File: src/rtl/intc_pkg.sv
// Interrupt controller shared types: source trigger modes, register map
// byte offsets and the claim priority encoder.
package intc_pkg;

  typedef enum logic [1:0] {
    LEVEL  = 2'd0,
    RISE   = 2'd1,
    FALL   = 2'd2,
    CHANGE = 2'd3
  } intc_mode_e;

  localparam logic [4:0] OFF_ENABLE  = 5'h00;
  localparam logic [4:0] OFF_PENDING = 5'h04;
  localparam logic [4:0] OFF_MODE    = 5'h08;
  localparam logic [4:0] OFF_SWSET   = 5'h0C;
  localparam logic [4:0] OFF_CLAIM   = 5'h10;
  localparam logic [4:0] OFF_RAW     = 5'h14;

  // Lowest set index wins; returns 0 when nothing is set.
  function automatic logic [3:0] first_set(input logic [15:0] v);
    logic [3:0] idx;
    idx = '0;
    for (int unsigned i = 16; i > 0; i--) begin
      if (v[i-1]) idx = 4'(i - 1);
    end
    return idx;
  endfunction

endpackage

File: src/rtl/wishbone_b3.sv
// Wishbone B3 classic bus bundle, 32-bit address and data.
interface wishbone_b3;
  logic [31:0] adr;
  logic [31:0] dat_i;
  logic [31:0] dat_o;
  logic        we;
  logic [3:0]  sel;
  logic        stb;
  logic        cyc;
  logic        ack;
  logic        err;

  modport slave  (input adr, dat_i, we, sel, stb, cyc, output dat_o, ack, err);
  modport master (output adr, dat_i, we, sel, stb, cyc, input dat_o, ack, err);
endinterface

File: src/rtl/intc_detect.sv
// Per-source trigger detection: sample history, edge events and the
// pending flag with set-over-clear priority.
module intc_detect
  import intc_pkg::*;
(
  input  logic       clk,
  input  logic       rst,
  input  logic       sample,
  input  intc_mode_e mode,
  input  logic       set,
  input  logic       clr,
  output logic       pending
);

  logic hist;
  logic lvl_q;
  logic edge_q;
  logic evt;

  // Edge event from current sample against previous sample.
  always_comb begin
    evt = 1'b0;
    case (mode)
      RISE:    evt = sample & ~hist;
      FALL:    evt = ~sample & hist;
      CHANGE:  evt = sample ^ hist;
      default: evt = 1'b0;
    endcase
  end

  // History always tracks the sample (also in reset, so release is quiet).
  // Level and edge state live in separate flops so that leaving LEVEL mode
  // never carries a stale level into the latched edge flag.
  always_ff @(posedge clk) begin
    hist <= sample;
    if (rst) begin
      lvl_q  <= 1'b0;
      edge_q <= 1'b0;
    end else begin
      lvl_q <= sample;
      if (mode == LEVEL)    edge_q <= 1'b0;
      else if (evt || set)  edge_q <= 1'b1;
      else if (clr)         edge_q <= 1'b0;
    end
  end

  assign pending = (mode == LEVEL) ? lvl_q : edge_q;

endmodule

File: src/rtl/wb_intc.sv
// Wishbone interrupt controller: enable/pending/mode/swset/claim/raw
// registers, per-source detectors and a registered irq.
// Optional WB_INTC_SYNC_EN: 2-flop synchronizer on src before detection.
module wb_intc
  import intc_pkg::*;
#(
  parameter int unsigned N_SRC = 8
) (
  input  logic             clk,
  input  logic             rst,
  wishbone_b3.slave        bus,
  input  logic [N_SRC-1:0] src,
  output logic             irq
);

  logic [N_SRC-1:0]   sample;
  logic [N_SRC-1:0]   enable;
  logic [N_SRC-1:0]   pending;
  logic [N_SRC-1:0]   w1c;
  logic [N_SRC-1:0]   swset;
  logic [N_SRC-1:0]   claim_clr;
  logic [2*N_SRC-1:0] mode;
  logic [15:0]        pend_en;
  logic [15:0]        claim16;
  logic [3:0]         claim_idx;
  logic               claim_any;
  logic [31:0]        rdata;
  logic [31:0]        dat_q;
  logic               ack_q;
  logic               access;
  logic               wr;
  logic               rd;
  logic [2:0]         reg_sel;
  logic               unused_bits;

  assign access  = bus.stb & bus.cyc & ~ack_q;
  assign wr      = access & bus.we;
  assign rd      = access & ~bus.we;
  assign reg_sel = bus.adr[4:2];
  assign unused_bits = ^{bus.sel, bus.adr[31:5], bus.adr[1:0], bus.dat_i};

`ifdef WB_INTC_SYNC_EN
  logic [N_SRC-1:0] sync1;
  logic [N_SRC-1:0] sync2;

  // Two-stage synchronizer for asynchronous sources.
  always_ff @(posedge clk) begin
    if (rst) begin
      sync1 <= '0;
      sync2 <= '0;
    end else begin
      sync1 <= src;
      sync2 <= sync1;
    end
  end

  assign sample = sync2;
`else
  assign sample = src;
`endif

  // Claim target: lowest-index enabled pending source.
  always_comb begin
    pend_en = '0;
    pend_en[N_SRC-1:0] = pending & enable;
    claim_any = |pend_en;
    claim_idx = first_set(pend_en);
    claim16 = '0;
    if (rd && reg_sel == OFF_CLAIM[4:2] && claim_any) claim16[claim_idx] = 1'b1;
    claim_clr = claim16[N_SRC-1:0];
  end

  // Write-strobe decode for the W1C and W1S registers.
  always_comb begin
    w1c   = '0;
    swset = '0;
    if (wr && reg_sel == OFF_PENDING[4:2]) w1c   = bus.dat_i[N_SRC-1:0];
    if (wr && reg_sel == OFF_SWSET[4:2])   swset = bus.dat_i[N_SRC-1:0];
  end

  for (genvar i = 0; i < N_SRC; i++) begin : g_src
    intc_detect u_det (
      .clk     (clk),
      .rst     (rst),
      .sample  (sample[i]),
      .mode    (intc_mode_e'(mode[2*i +: 2])),
      .set     (swset[i]),
      .clr     (w1c[i] | claim_clr[i]),
      .pending (pending[i])
    );
  end

  // Read-data mux; unmapped offsets and bits above N_SRC read zero.
  always_comb begin
    rdata = '0;
    case (reg_sel)
      OFF_ENABLE[4:2]:  rdata[N_SRC-1:0]   = enable;
      OFF_PENDING[4:2]: rdata[N_SRC-1:0]   = pending;
      OFF_MODE[4:2]:    rdata[2*N_SRC-1:0] = mode;
      OFF_CLAIM[4:2]:   rdata = {claim_any, 27'd0, claim_idx};
      OFF_RAW[4:2]:     rdata[N_SRC-1:0]   = sample;
      default:          rdata = '0;
    endcase
  end

  // Control registers.
  always_ff @(posedge clk) begin
    if (rst) begin
      enable <= '0;
      mode   <= '0;
    end else if (wr) begin
      if (reg_sel == OFF_ENABLE[4:2]) enable <= bus.dat_i[N_SRC-1:0];
      if (reg_sel == OFF_MODE[4:2])   mode   <= bus.dat_i[2*N_SRC-1:0];
    end
  end

  // Bus response: single-cycle ack, never two in a row.
  always_ff @(posedge clk) begin
    if (rst) begin
      ack_q <= 1'b0;
      dat_q <= '0;
    end else begin
      ack_q <= access;
      if (rd) dat_q <= rdata;
    end
  end

  // Registered interrupt request.
  always_ff @(posedge clk) begin
    if (rst) irq <= 1'b0;
    else     irq <= |(pending & enable);
  end

  assign bus.ack   = ack_q;
  assign bus.dat_o = dat_q;
  assign bus.err   = 1'b0;

endmodule

File: src/flat_wrapper.sv
// flat-port wrapper written by rule: the top's interface ports become plain ports
module wb_intc_flat import intc_pkg::*;
#(
  parameter int unsigned N_SRC = 8
)
  (clk, rst, src, irq, bus_adr, bus_dat_i, bus_we, bus_sel, bus_stb, bus_cyc, bus_dat_o, bus_ack, bus_err);
  wishbone_b3 bus_i ();
  input  logic clk;
  input  logic rst;
  input  logic [N_SRC-1:0] src;
  output logic irq;
  input wire logic [$bits(bus_i.adr)-1:0] bus_adr;
  input wire logic [$bits(bus_i.dat_i)-1:0] bus_dat_i;
  input wire logic [$bits(bus_i.we)-1:0] bus_we;
  input wire logic [$bits(bus_i.sel)-1:0] bus_sel;
  input wire logic [$bits(bus_i.stb)-1:0] bus_stb;
  input wire logic [$bits(bus_i.cyc)-1:0] bus_cyc;
  output wire logic [$bits(bus_i.dat_o)-1:0] bus_dat_o;
  output wire logic [$bits(bus_i.ack)-1:0] bus_ack;
  output wire logic [$bits(bus_i.err)-1:0] bus_err;
  assign bus_i.adr = bus_adr;
  assign bus_i.dat_i = bus_dat_i;
  assign bus_i.we = bus_we;
  assign bus_i.sel = bus_sel;
  assign bus_i.stb = bus_stb;
  assign bus_i.cyc = bus_cyc;
  assign bus_dat_o = bus_i.dat_o;
  assign bus_ack = bus_i.ack;
  assign bus_err = bus_i.err;
  wb_intc #(.N_SRC(N_SRC)) u_core (.clk(clk), .rst(rst), .bus(bus_i), .src(src), .irq(irq));
endmodule
File: config.mk
export PLATFORM = sky130hd
export DESIGN_NAME = wb_intc_flat
export DESIGN_NICKNAME = d
export VERILOG_FILES = /design/src/rtl/intc_pkg.sv /design/src/rtl/wishbone_b3.sv /design/src/rtl/intc_detect.sv /design/src/rtl/wb_intc.sv /design/src/flat_wrapper.sv
export SDC_FILE = /design/constraint.sdc
export NUM_CORES = 1
export LEC_CHECK = 0
export CAP_MARGIN = 15
export CORE_MARGIN = 2
export CORE_UTILIZATION = 47
export DETAILED_ROUTE_END_ITERATION = 10
export PLACE_DENSITY = 0.8
export SKIP_LAST_GASP = 1
export SYNTH_ARGS = -nofsm -noshare
export SYNTH_HDL_FRONTEND = slang
export SYNTH_SLANG_ARGS = --single-unit
File: constraint.sdc
create_clock -name clk -period 1.85 [get_ports clk]
set_input_delay 0.37 -clock clk [delete_from_list [all_inputs] [get_ports clk]]
set_output_delay 0.37 -clock clk [all_outputs]
set_load 0.05 [all_outputs]
# ---- Word level (Yosys, flattened, before mapping)
# Cells that the tools add are included.
dict set report totals {
  inputBits 81
  word_cells 204
  ff_bits 82
}
dict set report op_classes {
  n_eq_ne 29
  n_lt_le_gt_ge 2
  reduce_logical 41
  mux 48
  n_bitwise 55
}
# op n
set op_table {}
lappend op_table {{one-hot mux 8 bit (5 select lines)} 1}
lappend op_table {{equality test 2 bit, second input constant} 16}
lappend op_table {{2-to-1 mux 8 bit} 4}
lappend op_table {{2-to-1 mux 4 bit} 7}
lappend op_table {{2-to-1 mux 1 bit} 25}
lappend op_table {{one-hot mux 1 bit (3 select lines)} 8}
lappend op_table {{bitwise AND 1 bit} 20}
lappend op_table {{NOT 1 bit} 18}
lappend op_table {{equality test 2 x 1 -> 1 bit, second input constant} 8}
lappend op_table {{logical NOT 2 bit} 8}
lappend op_table {{2-to-1 mux 16 bit} 1}
lappend op_table {{nonzero test 2 bit} 8}
lappend op_table {{OR reduction 2 bit} 8}
lappend op_table {{bitwise AND 8 bit} 1}
lappend op_table {{logical OR 1 bit} 8}
lappend op_table {{OR 1 bit} 8}
lappend op_table {{OR reduction 8 bit} 1}
lappend op_table {{XOR 1 bit} 8}
lappend op_table {{equality test 3 x 2 -> 1 bit, second input constant} 2}
lappend op_table {{equality test 3 bit, second input constant} 2}
lappend op_table {{logical AND 1 bit} 5}
lappend op_table {{< comparator 4 x 5 -> 1 bit, second input constant} 1}
lappend op_table {{demux 1 bit (select 4 bit)} 1}
lappend op_table {{greater-or-equal comparator 4 x 1 -> 1 bit, second input constant} 1}
lappend op_table {{other kinds (4)} 5}

# ---- Longest topological paths before layout
# Gate-level depths: netlist (run 1).
dict set report depth {
  depth_word 19
  mapped_depth 7
  mapped_depth_nobuf 7
}

# ---- By module
# Synthesis (run 1) repeated with hierarchy kept, for this count alone.
dict set report hier_totals {
  hier_cells 411
  hier_area_um2 3611.0
}
# module cells_each area_per_inst_um2 seq_area_each_um2 n_inst
set by_module_without_submodules {}
lappend by_module_without_submodules {wb_intc 275 2259.7 860.8 1}
lappend by_module_without_submodules {intc_detect 17 168.9 60.1 8}

# ---- Worst setup path after synthesis (run 1)
# OpenSTA, ideal clock, no wires.
dict set report synth_timing {
  path_type {register -> register}
  start {register u_core.ack_q, in the netlist u_core.bus.ack}
  end {register u_core.enable[0]}
  period_less_slack_ps 1782
  stages_incl_launch_ff 6
  slack_ps 68
  arrival_ps 1654
  n_path_buf 1
  cell_sequence {dfxtp_1 > and4b_1 > clkbuf_1 > nand3_1 > mux2i_1 > nor2_1}
}
dict set report synth_via {
  elab_chain_cells 4
}
# item line
set synth_lines {}
lappend synth_lines {{start, declared} wb_intc.sv:29} ;# logic ack_q;
lappend synth_lines {{start signal, assigned} wb_intc.sv:123} ;# ack_q <= access;
lappend synth_lines {{NOT 1 bit} wb_intc.sv:36} ;# assign access = bus.stb & bus.cyc & ~ack_q;
lappend synth_lines {{bitwise AND 1 bit} wb_intc.sv:36}
lappend synth_lines {{bitwise AND 1 bit} wb_intc.sv:37} ;# assign wr = access & bus.we;
lappend synth_lines {{AND reduction 2 bit (no line)} n/a}
lappend synth_lines {{end signal, assigned} wb_intc.sv:112} ;# if (reg_sel == OFF_ENABLE[4:2]) enable <= bus.dat_i[N_SRC-1:0];
lappend synth_lines {{end, declared} wb_intc.sv:17} ;# logic [N_SRC-1:0] enable;
# No other way between the ends.
# A chain may end at the register's enable or synchronous reset.

# ---- Final worst setup path (run 1)
dict set report layout_timing {
  start {register u_core.mode[10]}
  end {register u_core.g_src[7].u_det.edge_q}
}
dict set report layout_via {
  elab_chain_cells 16
  word_cells_on_any_way 19
  cone_classes {order compare (2); mux (10); bitwise (2); reduce/logical (5)}
}
# item line
set layout_lines {}
lappend layout_lines {{start, declared} wb_intc.sv:22} ;# logic [2*N_SRC-1:0] mode;
lappend layout_lines {{start signal, assigned} wb_intc.sv:113} ;# if (reg_sel == OFF_MODE[4:2]) mode <= bus.dat_i[2*N_SRC-1:0];
lappend layout_lines {{logical NOT 2 bit (*)} intc_detect.sv:47} ;# assign pending = (mode == LEVEL) ? lvl_q : edge_q;
lappend layout_lines {{2-to-1 mux 1 bit (*)} intc_detect.sv:47}
lappend layout_lines {{bitwise AND 8 bit (*)} wb_intc.sv:65} ;# pend_en[N_SRC-1:0] = pending & enable;
lappend layout_lines {{2-to-1 mux 4 bit (6 in a row)} intc_pkg.sv:24} ;# if (v[i-1]) idx = 4'(i - 1);
lappend layout_lines {{< comparator 4 x 5 -> 1 bit (implied by the code) / greater-or-equal comparator 4 x 1 -> 1 bit (equally long branches)} wb_intc.sv:69} ;# if (rd && reg_sel == OFF_CLAIM[4:2] && claim_any) claim16[claim_idx] = 1'b1;
lappend layout_lines {{logical AND 1 bit (implied by the code)} wb_intc.sv:69}
lappend layout_lines {{2-to-1 mux 1 bit (implied by the code)} wb_intc.sv:69}
lappend layout_lines {{demux 1 bit (select 4 bit)} n/a}
lappend layout_lines {{2-to-1 mux 8 bit (*)} wb_intc.sv:69}
lappend layout_lines {{OR 1 bit (*)} wb_intc.sv:88} ;# .clr (w1c[i] | claim_clr[i]),
lappend layout_lines {{nonzero test 2 bit (no line) (*)} n/a}
lappend layout_lines {{end signal, assigned} intc_detect.sv:41} ;# if (mode == LEVEL) edge_q <= 1'b0;
lappend layout_lines {{end signal, assigned} intc_detect.sv:42} ;# else if (evt || set) edge_q <= 1'b1;
lappend layout_lines {{end signal, assigned} intc_detect.sv:43} ;# else if (clr) edge_q <= 1'b0;
lappend layout_lines {{end, declared} intc_detect.sv:17} ;# logic edge_q;
# Every way passes the cells marked *; elsewhere a longest branch is shown, timed or not.

==> results of run 1 <==
## cells in the mapped netlist (2+ instances only)
master	instances
dfxtp_1	67
nand2_1	55
a21oi_1	45
nor2_1	36
inv_1	32
mux2i_1	19
o21ai_0	18
buf_4	16
ha_1	16
and3_1	13
a31oi_1	12
clkbuf_1	11
a22oi_1	8
nand2b_1	5
nand3_1	5
nor2b_1	5
a211oi_1	4
buf_2	4
a221oi_1	3
nor3_1	3
nor3_2	3
o211a_1	3
o211ai_1	3
a211o_1	2
a211oi_2	2
a221o_1	2
a32o_1	2
buf_1	2
mux2_2	2
nand4b_1	2
o21a_1	2
o31a_1	2
## metal layers
metal,global-route usage [%],up-vias,routed length [um]
li1,-,1741,-
met1,28.8,1688,4290
met2,44.5,175,5300
met3,5.56,27,754
met4,10.1,0,245
met5,0,-,0
## cells by family after synthesis
logic type	after synthesis	share of synthesized area [%]
AOI/OAI and AO/OA	121	22.3
adders and majority gates	16	5.55
buffers and inverters	67	8.99
DFF	67	37.2
muxes	23	6.90
other	1	0.104
and+or+nand+nor	139	19.0
## flip-flops by register name (all words and copies together), names as in the netlist
signal                     count
u_core.g_src.u_det.hist        8
u_core.g_src.u_det.edge_q      8
u_core.enable                  8
u_core.mode                   16
u_core.g_src.u_det.lvl_q       8
u_core.irq                     1
u_core.bus.ack                 1
u_core.bus.dat_o              17
## cell usage in the layout (no fill, tap or decap), types with 13 or more instances in the layout
cell / n
buf_4: 88
dfxtp_1: 67
nand2_1: 55
a21oi_1: 45
nor2_1: 34
inv_1: 32
clkdlybuf4s50_1: 29
o21ai_0: 18
mux2i_1: 17
ha_1: 16
conb_1: 16
and3_1: 13
## final timing paths
| path | to | slack (ns) |
|---|---|---|
| max | u_core.g_src[7].u_det.edge_q$_SDFFE_PP0P_ | 0.004 |
| min | u_core.g_src[6].u_det.lvl_q$_SDFF_PP0_ | 0.37 |
| max reg2reg | u_core.g_src[7].u_det.edge_q$_SDFFE_PP0P_ | 0.004 |
| min reg2reg | u_core.bus.ack$_SDFF_PP0_ | 0.50 |
## area by class of cell
type	count	share of cell area (%)
multi-input combinational	315	41.5
clock inverter	4	1.97
clock buffer	12	2.93
inverter	33	2.50
tap	99	2.50
sequential	67	27.1
timing repair buffer	124	21.4
## repair_timing
action	CTS	global route
resized for setup	0	14
pin swaps	0	3
endpoints found under the setup margin	1	9
buffers inserted	0	1
cloned	0	0
## power breakdown
part / internal, W / switching [W]
combinational: 0.000180 / 0.000274
sequential: 0.00147 / 0.0000208
clock: 0.000933 / 0.000564
total: 0.00259 / 0.000859
## through the flow
stage	total power (W)	setup WS (ns)	cell area, um2
5_1_grt	0.00354	-0.0719	4950
3_5_place_dp	0.00197	-0.338	4630
4_1_cts	0.00345	-0.00753	4880
2_1_floorplan	0.00178	0.0682	3660
6_report	0.00345	0.00351	4950
3_3_place_gp	0.00195	-0.370	4630
## worst max-delay path, cell delays in order, from the launching register on
cell      delay [ns]
dfxtp_1         0.34
nor2_2          0.15
mux2_2          0.40
a221oi_2        0.36
buf_4           0.18
and3_1          0.19
a31oi_1         0.10
==> flow_summary.ini, run 1 <==
[global_route]
grt_max_degree = 38
grt_pass1_wl_um = 16400
grt_use_total_pct = 25.0
antenna_found_initial = 0
grt.overflow.total = 0
first_global_vias = 3510

[clocking]
clkLatencyLatePin_ns = 0.35
cts_tree = built
cts_buffers = 9
cts.hold.buffers_added = 0
cts.reportedPaths.clkPinSlew_ns = 0.07
cts_max_level = 3
cts_sinks = 67
cts-root-buf = clkbuf_8
clock_path_buffers = 2

[worst_setup_path]
endpoint_kind = flip-flop
start_kind = flip-flop
worstPathRequired_ns = 2.07
cp.arrival_ns = 2.06
criticalPathCategory = flip-flop to flip-flop
worstPathMaxFanout = 3
r2r-start = u_core.mode[10]$_SDFFE_PP0P_
crit_start = u_core.mode[10]$_SDFFE_PP0P_
reg2reg_depth = 6

[yosys]
yosysTopAreaCell = dfxtp_1
ys.flop_type = dfxtp_1
synth_edf_count = 0
synthTopCellsByArea = dfxtp_1, a21oi_1, nand2_1
seq_area_frac_synth_pct = 37.2
synthArstFlopShare_pct = 0
ys_warn_count = 0
ys_ff_latch = 67
avgSynthCellArea_um2 = 8.31
synth_area_um2 = 3610
syn_inst = 434
synth_top_area_share_pct = 37.2
yosys.cell_types.count = 62

[sta]
fmax_mhz = 542
holdWs_ns = 0.373
min_period_ns = 1.85
drv_slew = 0
finalSetupTns_ns = 0
hold_viol_final = 0
setup_viol = 0
finClkSkew_ns = 0.00870
min_period_over_period_pct = 99.8
rsz0062_at_grt = yes

[die]
dieHeight_um = 91.6
core-area_um2 = 7330
die_width_um = 91.6
num_rows = 31
start_util_pct = 49.2
pin_count = 116
die_area_um2 = 8390

[final_layout]
drive_gt1_share_pct = 24.3
multi_input_area_um2 = 2060
nFillCells = 578
stdcell_count = 654
final_util_pct = 67.5
syn_to_final_growth_pct = 37.2
nNetsFinal = 647
regArea_um2 = 1340
n_antenna_cell = 0

[min_path]
min-delay-start = rst
hold_class = primary input to flip-flop
hold-path-cell-count = 2

[placement]
port_buffers = 50
place_congestion = 0.927
dp_hpwl_um = 7620
place_inst = 637

[route]
viasPerCell = 5.55
drc = 0
first_iter_violations = 232
dr.pass1.iters = 5
vias = 3631
post_drt_wl_per_cell_um = 16.2
finalWirelength_um = 10600
ant_nets = 0

[power_and_ir_drop]
p_leak_nw = 2.23
power_density_nw_per_um2 = 696
peakVddDrop_uv = 789

[job]
drv_cap = 0

[run_status]
status = finished, final reports clean
Power figures use the tool's default switching activity.
==> run 2: changes to the inputs <==
- CORE_UTILIZATION: 47 -> 42
- PLACE_DENSITY: 0.8 -> 0.76
- RECOVER_POWER: not set -> 25
- TNS_END_PERCENT: not set -> 5
- clock period: 1.85 -> 1.48 ns (I/O delays scaled with it)
==> flow_summary.ini, run 2 (synthesized netlist as in run 1, its figures left out) <==
[worst_setup_path]
r2r-end = u_core.g_src[6].u_det.edge_q$_SDFFE_PP0P_
start_kind = flip-flop
rrSetupSlack_ns = -0.28
r2r-start = u_core.mode[8]$_SDFFE_PP0P_
endpoint_kind = flip-flop
worstPathMaxFanout = 3
criticalPathCategory = flip-flop to flip-flop
worstPathRequired_ns = 1.72
cp.arrival_ns = 2.00
reg2reg_depth = 5

[placement]
pre_cts_ws_ns = -0.661
place_congestion = 0.941
port_buffers = 50
post_dp_cell_area_um2 = 5110
place_inst = 676
dp_hpwl_um = 8730

[route]
drc = 0
dr.pass1.iters = 5
ant_nets = 0
vias = 3880
first_iter_violations = 313
finalWirelength_um = 11400
viasPerCell = 5.58
post_drt_wl_per_cell_um = 16.4

[clocking]
cts_tree = built
clkLatencyLatePin_ns = 0.35
cts_buffers = 9
cts-root-buf = clkbuf_8
cts_max_level = 3
clock_path_buffers = 2
cts.reportedPaths.clkPinSlew_ns = 0.07
cts_sinks = 67

[die]
pin_count = 116
start_util_pct = 43.7
dieHeight_um = 96.7
die_area_um2 = 9340
die_width_um = 96.7
num_rows = 33
core-area_um2 = 8260

[final_layout]
stdcell_count = 695
drive_gt1_share_pct = 29.5
stdcell_area_um2 = 5370
final_common_cell = buf_4
n_antenna_cell = 0
syn_to_final_growth_pct = 49.0
most-common-layout-cells = buf_4, dfxtp_1, nand2_1
largest_reg_flops = 17
final_util_pct = 65.1
nNetsFinal = 683

[global_route]
grt_use_total_pct = 24.5
grt_pass1_wl_um = 18600
first_global_vias = 3944
grt.overflow.total = 0
grt_max_degree = 17
antenna_found_initial = 0

[run_status]
status = complete, but fails checks
failed_checks = setup timing

[sta]
drv_slew = 0
fmax_mhz = 569
setup_viol = 49
min_period_over_period_pct = 119
rsz0062_at_grt = yes
hold_viol_final = 0
min_period_ns = 1.76
timing.final.ws_setup_ns = -0.277
finClkSkew_ns = 0.00780

[min_path]
hold_end = u_core.g_src[5].u_det.hist$_DFF_P_
hold-path-cell-count = 1
min-delay-start = src[5]
hold_class = primary input to flip-flop

[job]
drv_cap = 0

[power_and_ir_drop]
power_density_nw_per_um2 = 710
p_leak_nw = 2.41
peakVddDrop_uv = 502
[run 2: changes by cell type in the layout (fill, tap and decap cells not counted), sizes merged]
| cell | previous run | this run |
|---|---|---|
| clkinvlp | 1 | 0 |
| clkinv | 0 | 3 |
| bufinv | 3 | 0 |
| dlygate4sd3 | 0 | 6 |
| dlygate4sd2 | 0 | 5 |
| dlymetal6s2s | 2 | 0 |
| clkbuf | 12 | 14 |
| clkdlybuf4s50 | 29 | 20 |
| buf | 93 | 127 |
[run 2: metrics by stage]
step / hold WS [ns] / total power (W) / TNS, ns
after CTS: 0.228 / 0.00383 / -5.65
after global placement: 0.434 / 0.00252 / -24.16
final: 0.229 / 0.00382 / -7.18
after global routing: 0.219 / 0.00396 / -10.06
after detailed placement: 0.448 / 0.00254 / -25.88
after floorplan: 0.324 / 0.00223 / -2.50
[run 2: area by class of cell]
cell class	count	area, um2
fill	692	2880
sequential	67	1350
clock buffer	12	145
multi-input combinational	315	2090
timing repair buffer	160	1520
tap	105	131
inverter	33	124
clock inverter	3	15.0
[run 2: worst max-delay path, stage by stage, from the launching register on]
cell and delay, ns:
dfxtp_1 0.31, nor2_1 0.28, mux2i_1 0.44, buf_4 0.20, o32ai_2 0.11, o31a_1 0.31
[run 2: per-layer routing]
metal / part of all wire [%] / global-route usage, % / up-vias
met5: 0 / 0 / -
met4: 4.7 / 12.1 / 0
li1: - / - / 1801
met2: 50 / 43.3 / 209
met1: 38 / 27.5 / 1820
met3: 8.1 / 5.71 / 50
[run 2: power breakdown]
part | internal (W) | leakage (nW) | switching [W]
clock | 0.000637 | 0.0860 | 0.000669
sequential | 0.00184 | 0.547 | 0.0000290
combinational | 0.000276 | 1.78 | 0.000362
total | 0.00275 | 2.41 | 0.00106
[run 2: worst max path at each step]
| stage | start | end | slack (ns) |
|---|---|---|---|
| floorplan | u_core.mode[1]$_SDFFE_PP0P_ | u_core.g_src[6].u_det.edge_q$_SDFFE_PP0P_ | -0.19 |
| global placement | bus_adr[4] | u_core.bus.dat_o[2]$_SDFFE_PP0P_ | -0.59 |
| detailed placement | bus_adr[2] | u_core.g_src[5].u_det.edge_q$_SDFFE_PP0P_ | -0.66 |
| CTS | u_core.mode[1]$_SDFFE_PP0P_ | u_core.g_src[3].u_det.edge_q$_SDFFE_PP0P_ | -0.25 |
| global route | u_core.mode[14]$_SDFFE_PP0P_ | u_core.g_src[6].u_det.edge_q$_SDFFE_PP0P_ | -0.32 |
| finish | u_core.mode[8]$_SDFFE_PP0P_ | u_core.g_src[6].u_det.edge_q$_SDFFE_PP0P_ | -0.28 |
[run 2: repair_timing]
action | in CTS | in global routing
endpoints found under the setup margin | 50 | 50
hold buffers | 0 | 0
gates resized for setup | 19 | 3
pin swaps | 10 | 2
setup buffers | 3 | 1
gates cloned | 0 | 0
